===== config.mk =====
export PLATFORM = sky130hd
export DESIGN_NAME = robertson_sequencer
export DESIGN_NICKNAME = d
export VERILOG_FILES = /design/src/rtl/robertson_sequencer.sv
export SDC_FILE = /design/constraint.sdc
export NUM_CORES = 1
export LEC_CHECK = 0
export ABC_CLOCK_PERIOD_IN_PS = 9100
export BUFFER_PORTS_ARGS = -buffer_cell sky130_fd_sc_hd__buf_4
export CORE_MARGIN = 2
export CORE_UTILIZATION = 60
export CTS_CLUSTER_DIAMETER = 30
export DETAILED_ROUTE_END_ITERATION = 7
export PLACE_DENSITY = 0.86
export SETUP_SLACK_MARGIN = 0.5
export SYNTH_ARGS = -nofsm -noshare
export SYNTH_HDL_FRONTEND = slang
export SYNTH_SLANG_ARGS = --single-unit

===== constraint.sdc =====
create_clock -name clk -period 9.1 [get_ports clk]
set_input_delay 0.91 -clock clk [delete_from_list [all_inputs] [get_ports clk]]
set_output_delay 0.91 -clock clk [all_outputs]
set_load 0.01 [all_outputs]

===== src/rtl/robertson_sequencer.sv =====
// ----------------------------------------------------------------------------
// robertson_sequencer
//
// Sequential signed (two's-complement) multiplier that uses Robertson's
// add/shift algorithm. Each iteration takes two cycles:
//   ADD   - form the width+1-bit partial sum S from A and M.
//   SHIFT - arithmetic right shift of {S, Q} by one bit.
// On the final iteration the multiplicand is subtracted rather than added.
// This corrects for the negative weight of the multiplier's sign bit.
//
// Ports:
//   clk           rising-edge clock
//   rst_n         synchronous active-low reset
//   start         operation request, sampled only while idle
//   multiplicand  signed operand M, captured on an accepted start
//   multiplier    signed operand Q, captured on an accepted start
//   busy          high while in ADD or SHIFT
//   done          one-cycle completion pulse
//   product       signed 2*width-bit result, held until the next completion
// ----------------------------------------------------------------------------
module robertson_sequencer #(
  parameter int width = 16
) (
  input  logic                 clk,
  input  logic                 rst_n,
  input  logic                 start,
  input  logic [width-1:0]     multiplicand,
  input  logic [width-1:0]     multiplier,
  output logic                 busy,
  output logic                 done,
  output logic [2*width-1:0]   product
);

  localparam int cnt_w = $clog2(width);
  localparam logic [cnt_w-1:0] last_count = cnt_w'(width - 1);

  typedef enum logic [1:0] {
    IDLE,
    ADD,
    SHIFT,
    DONE
  } state_t;

  state_t               state_q, state_d;
  logic [width-1:0]     a_q, a_d;
  logic [width-1:0]     q_q, q_d;
  logic [width-1:0]     m_q, m_d;
  logic [width:0]       s_q, s_d;
  logic [cnt_w-1:0]     count_q, count_d;
  logic [2*width-1:0]   product_q, product_d;

  logic                 last_iter;
  logic [width:0]       a_ext;
  logic [width:0]       m_ext;

  // The sum is one bit wider than the operands, so it cannot overflow.
  // Because of that, the shift takes its sign from S[width] and never from A.
  assign last_iter = (count_q == last_count);
  assign a_ext     = {a_q[width-1], a_q};
  assign m_ext     = {m_q[width-1], m_q};

  assign busy    = (state_q == ADD) || (state_q == SHIFT);
  assign done    = (state_q == DONE);
  assign product = product_q;

  always_comb begin
    state_d   = state_q;
    a_d       = a_q;
    q_d       = q_q;
    m_d       = m_q;
    s_d       = s_q;
    count_d   = count_q;
    product_d = product_q;

    case (state_q)
      IDLE: begin
        if (start) begin
          a_d     = '0;
          q_d     = multiplier;
          m_d     = multiplicand;
          count_d = '0;
          state_d = ADD;
        end
      end

      ADD: begin
        // The last multiplier bit has negative weight, so it subtracts M.
        if (!q_q[0]) begin
          s_d = a_ext;
        end else if (last_iter) begin
          s_d = a_ext - m_ext;
        end else begin
          s_d = a_ext + m_ext;
        end
        state_d = SHIFT;
      end

      SHIFT: begin
        a_d     = s_q[width:1];
        q_d     = {s_q[0], q_q[width-1:1]};
        count_d = count_q + cnt_w'(1);
        if (last_iter) begin
          product_d = {s_q[width:1], s_q[0], q_q[width-1:1]};
          state_d   = DONE;
        end else begin
          state_d = ADD;
        end
      end

      DONE: begin
        state_d = IDLE;
      end

      default: begin
        state_d = IDLE;
      end
    endcase
  end

  always_ff @(posedge clk) begin
    if (!rst_n) begin
      state_q   <= IDLE;
      a_q       <= '0;
      q_q       <= '0;
      m_q       <= '0;
      s_q       <= '0;
      count_q   <= '0;
      product_q <= '0;
    end else begin
      state_q   <= state_d;
      a_q       <= a_d;
      q_q       <= q_d;
      m_q       <= m_d;
      s_q       <= s_d;
      count_q   <= count_d;
      product_q <= product_d;
    end
  end

endmodule


Word-level counts from Yosys, hierarchy flattened --
Index checks and enable logic that the tools add are counted.
Cells by class: multiplexer cells 11, $add $sub $neg 3, eq/ne operators 5, reductions and logical operators 6
Operators with widths (number):
- case mux 16 bit (2 select lines) | 2
- two-way mux 17 bit | 2
- two-way mux 16 bit | 2
- adder 16 x 16 -> 17 bit | 1
- subtractor 16 x 16 -> 17 bit | 1
- case mux 2 bit (4 select lines) | 1
- case mux 4 bit (2 select lines) | 1
- AND reduction 2 bit | 3
- adder 4 x 1 -> 4 bit, second input constant | 1
- == test 2 bit, second input constant | 2
- == test 4 bit, second input constant | 1
- two-way mux 2 bit | 2
- two-way mux 4 bit | 1
- == test 2 x 1 -> 1 bit, second input constant | 1
- logical NOT 2 bit | 1
- != test 2 bit, second input constant | 1
- nonzero test 2 bit | 1
- logical OR 1 bit | 1
Storage, ports and cells: bits of input ports 35, bits in registers 103

Depth between registers and ports, before layout --
depth in word-level cells 3, depth in mapped cells 14

Worst setup path after synthesis --
Ideal clock, no wire load.
path type reg-to-reg, from reg m_q[2], to reg s_q[16], data arrival time 3.158 ns, buffers on the path 1, setup slack 5.869 ns, stages on the path, launching flop included 15, required time 9.027 ns, cells stage by stage dfxtp_1 -> nor3_1 -> nand3_1 -> or2_1 -> o41ai_1 -> xor2_1 -> ha_1 -> clkbuf_1 -> a21o_1 -> and3_1 -> o21ai_1 -> o21ai_1 -> a211oi_2 -> mux2_1 -> nor3_2
Between the ends: cells in the longest elaborated chain, start to end 3, elaborated cells between the ends (all ways) 4, classes of those cells add/sub: 2; mux: 2
Ends and longest elaborated chain:
- from (decl) | line 47 | logic [width-1:0] m_q, m_d;
- from (signal assigned) | line 133 | m_q <= m_d;
- adder 16 x 16 -> 17 bit / subtractor 16 x 16 -> 17 bit (equally long branches) | line 93, 91
- two-way mux 17 bit * | line 90 | end else if (last_iter) begin
- two-way mux 17 bit * | line 88 | if (!q_q[0]) begin
- to (signal assigned) | line 126 | s_q <= '0;
- to (signal assigned) | line 134 | s_q <= s_d;
- to (decl) | line 48 | logic [width:0] s_q, s_d;
Mark *: on every way between the ends. The rest lies on a longest branch, timed or not. A chain may end at the register's enable or synchronous reset.

Final worst setup path --
Same ends and word-level chain as after synthesis.

==> results by group <==
Run status
  – Status: finished clean

Placement
  – Post-DP HPWL: 8058 µm
  – DP Cell Count: 757
  – IO Port Bufs: 68
  – Final Wtd Congestion: 0.9432
  – Dpl cell area: 5843 µm²

Critical path
  – Arr. time, crit path: 3.83 ns
  – Most used cell, CP: o21ai_1
  – Required time of the critical path: 9.41 ns
  – Crit. End Element: register
  – Slowest-stage cell, CP: ha_1
  – Largest incremental delay on the critical path: 0.39 ns
  – Nature of the critical path startpoint: register
  – Worst-path cell chain: nor3_1, nand3_1, or2_1, o41ai_1, xor2_1, ha_1, a21o_1, and3_1, o21ai_1, o21ai_1, a211oi_2, mux2_1, nor3_2
  – Critical path type: reg2reg
  – Crit-path max FO: 7

Timing
  – Unrepaired setup endpoints after global routing: false
  – Fin crit period: 3.515 ns
  – Worst Tran Pin Value: 1.116 ns
  – Max-slew violations: 0
  – Final Hold Vio Count: 0
  – Final period util: 0.3862
  – Rel. slew slack: 0.2539
  – Setup violations, final: 0
  – Clock Skews: 0.01224 ns
  – Setup_tns: 0 ns
  – Peak Freq: 284.5 MHz

Global routing
  – Vias in the first global route: 4216
  – Gr ovfl total: 0
  – Antenna violations before repair: 0
  – GRT Util Overall: 0.2389
  – Largest net degree at the start of global routing: 108
  – First-pass GRT wire length: 19340 µm

Run
  – Max_cap viols: 0

Synth
  – Net Count, Synth: 675
  – Largest cells by area after synthesis: dfxtp_1 (39%), nand2_1 (9.4%), mux2i_1 (5.7%), a21boi_1 (5.4%), ha_1 (5.2%)
  – #FFs+latches synth: 103
  – Most instantiated cells after synthesis: nand2_1 (133), dfxtp_1 (103), a21boi_1 (38)
  – Cell area after synthesis: 5314 µm²
  – Syn_area_per_cell: 8.612 µm²
  – Synth Instances: 617
  – Area share of the largest cell type after synthesis: 0.3880
  – Sequential area share after synthesis: 0.3880
  – Cell with the most instances after synthesis: nand2_1
  – Yosys warns: 0
  – Ys flop type: dfxtp_1
  – Synth cell types: 56
  – Post-synth EDFFs: 0
  – Post-synth top area cell: dfxtp_1
  – Async set or reset register ratio after synthesis: 0

Final layout
  – # diodes: 0
  – Post-route cell area: 6033 µm²
  – Nets@finish: 718
  – Post-layout util: 0.6986
  – Fill count: 706
  – Non-Filler Instances: 773
  – Share of cells above drive strength 1: 0.1444
  – Area delta synth->final: 13.54%

Routing
  – Met2 Wirelength: 5200 µm
  – Met3 WL: 497 µm
  – Initial DRC Count: 226
  – DR vias/cell: 5.702
  – Highest Signal Layer: met4
  – Via count: 4408
  – M1 wire length: 5398 µm
  – DR WL/cell: 14.57 µm
  – DRC viols: 0
  – Final WL: 11260 µm
  – DRT Pass-1 Iters: 4
  – DRT antenna net count: 0

Die
  – Die Span Y: 98.11 µm
  – Row count: 34
  – Area of the core: 8636 µm²
  – I/O Pins: 69
  – Full die area: 9626 µm²
  – Die width: 98.11 µm
  – Initial Utilization: 0.6153

CTS
  – Reg clk slew, reported paths: 0.10 ns
  – Post-CTS Setup Inserts: 0
  – Cts repair resizes: 0
  – Clock buffer depth: 2
  – CTS H-tree depth: 3
  – CTS tree: done
  – CTS Buf Count: 9
  – Cts hold-fix bufs: 0
  – Root Buffer Master: clkbuf_8
  – Worst-skew pair later-pin latency: 0.38 ns
  – CTS sink cnt: 103

Power
  – Leak Pwr: 0.002568 µW
  – Total power after layout: 1125 µW
  – Max VDD drop: 123.6 µV
  – Pwr Density: 186.5 nW/µm²

Worst hold path
  – Min-delay worst type: reg2reg
==> flip-flops by register name (all words and copies together) (netlist names) <==
register / flops
q_q: 16
product: 32
m_q: 16
state_q: 2
count_q: 4
a_q: 16
s_q: 17
==> stage by stage <==
stage | hold WS (ns) | setup slack, ns
detailed placement | 0.4480 | 5.661
CTS | 0.4624 | 5.601
global placement | 0.4427 | 5.782
floorplan | 0.4398 | 5.869
finish | 0.4590 | 5.585
global route | 0.4779 | 5.293
==> report_power, final <==
group | leakage [µW] | switching, µW | internal [µW]
Clock | 0.0000949 | 170 | 106
Sequential | 0.000839 | 34.6 | 488
Combinational | 0.00163 | 187 | 141
==> per-layer routing <==
metal | GRT usage | vias to the layer above
li1 | - | 2256
met1 | 0.3359 | 2044
met2 | 0.3751 | 95
met3 | 0.03722 | 13
met4 | 0.08440 | 0
met5 | 0 | -
==> path summary, 6_finish.rpt <==
kind | slack (ns) | cells after the start | startpoint | to
setup reg to reg | 5.59 | 13 | m_q[2] | s_q[16]
hold / removal | 0.46 | 2 | product[26] | product[26]
hold reg to reg | 0.46 | 2 | product[26] | product[26]
setup / recovery | 5.59 | 13 | m_q[2] | s_q[16]
==> critical path: cells and delay by family, from the launching register on <==
| family | cells | cell delay, ns |
|---|---|---|
| AOI/OAI and AO/OA | 5 | 1.16 |
| and+or+nand+nor | 5 | 1.06 |
| adders and majority gates | 1 | 0.39 |
| DFF | 1 | 0.37 |
| muxes | 1 | 0.36 |
| xor gates and xnor gates | 1 | 0.12 |
==> cells in the final DEF, fill, tap and decap left out, drive strengths merged, types with 3 or more instances in the layout <==
master    n
a211oi    3
a21boi   49
a21o      4
a21oi    23
a22oi    19
a31o      3
and2      5
and3      8
buf      72
clkbuf    9
clkinv    3
dfxtp   103
ha       22
inv      17
mux2i    30
nand2   133
nand2b    3
nand3     7
nand3b    3
nor2     13
nor2b    25
nor3      4
nor4bb    3
o211a    20
o21ai    19
o221ai    4
o31ai     6
xnor2    12
xor2     11
==> logic make-up (layout without fill, tap and decap cells) <==
kind of cell / count (synthesis) / in the layout / synth area share
compound gates: 169 / 169 / 0.2343
xor+xnor: 23 / 23 / 0.03791
fa+ha+maj: 23 / 23 / 0.05557
buf+inv: 54 / 102 / 0.03814
flops: 103 / 103 / 0.3880
mux: 31 / 31 / 0.05863
simple gates: 214 / 214 / 0.1874
==> layout make-up <==
type                       count  area (µm²)  area share
inverter                      14       52.55    0.008710
clock buffer                   9       123.9     0.02053
multi-input combinational    460        3053      0.5060
sequential                   103        2062      0.3418
tap                          108       135.1     0.02240
clock inverter                 7       66.31     0.01099
timing repair buffer          72       540.5     0.08959
Power figures use the tool's default switching activity.
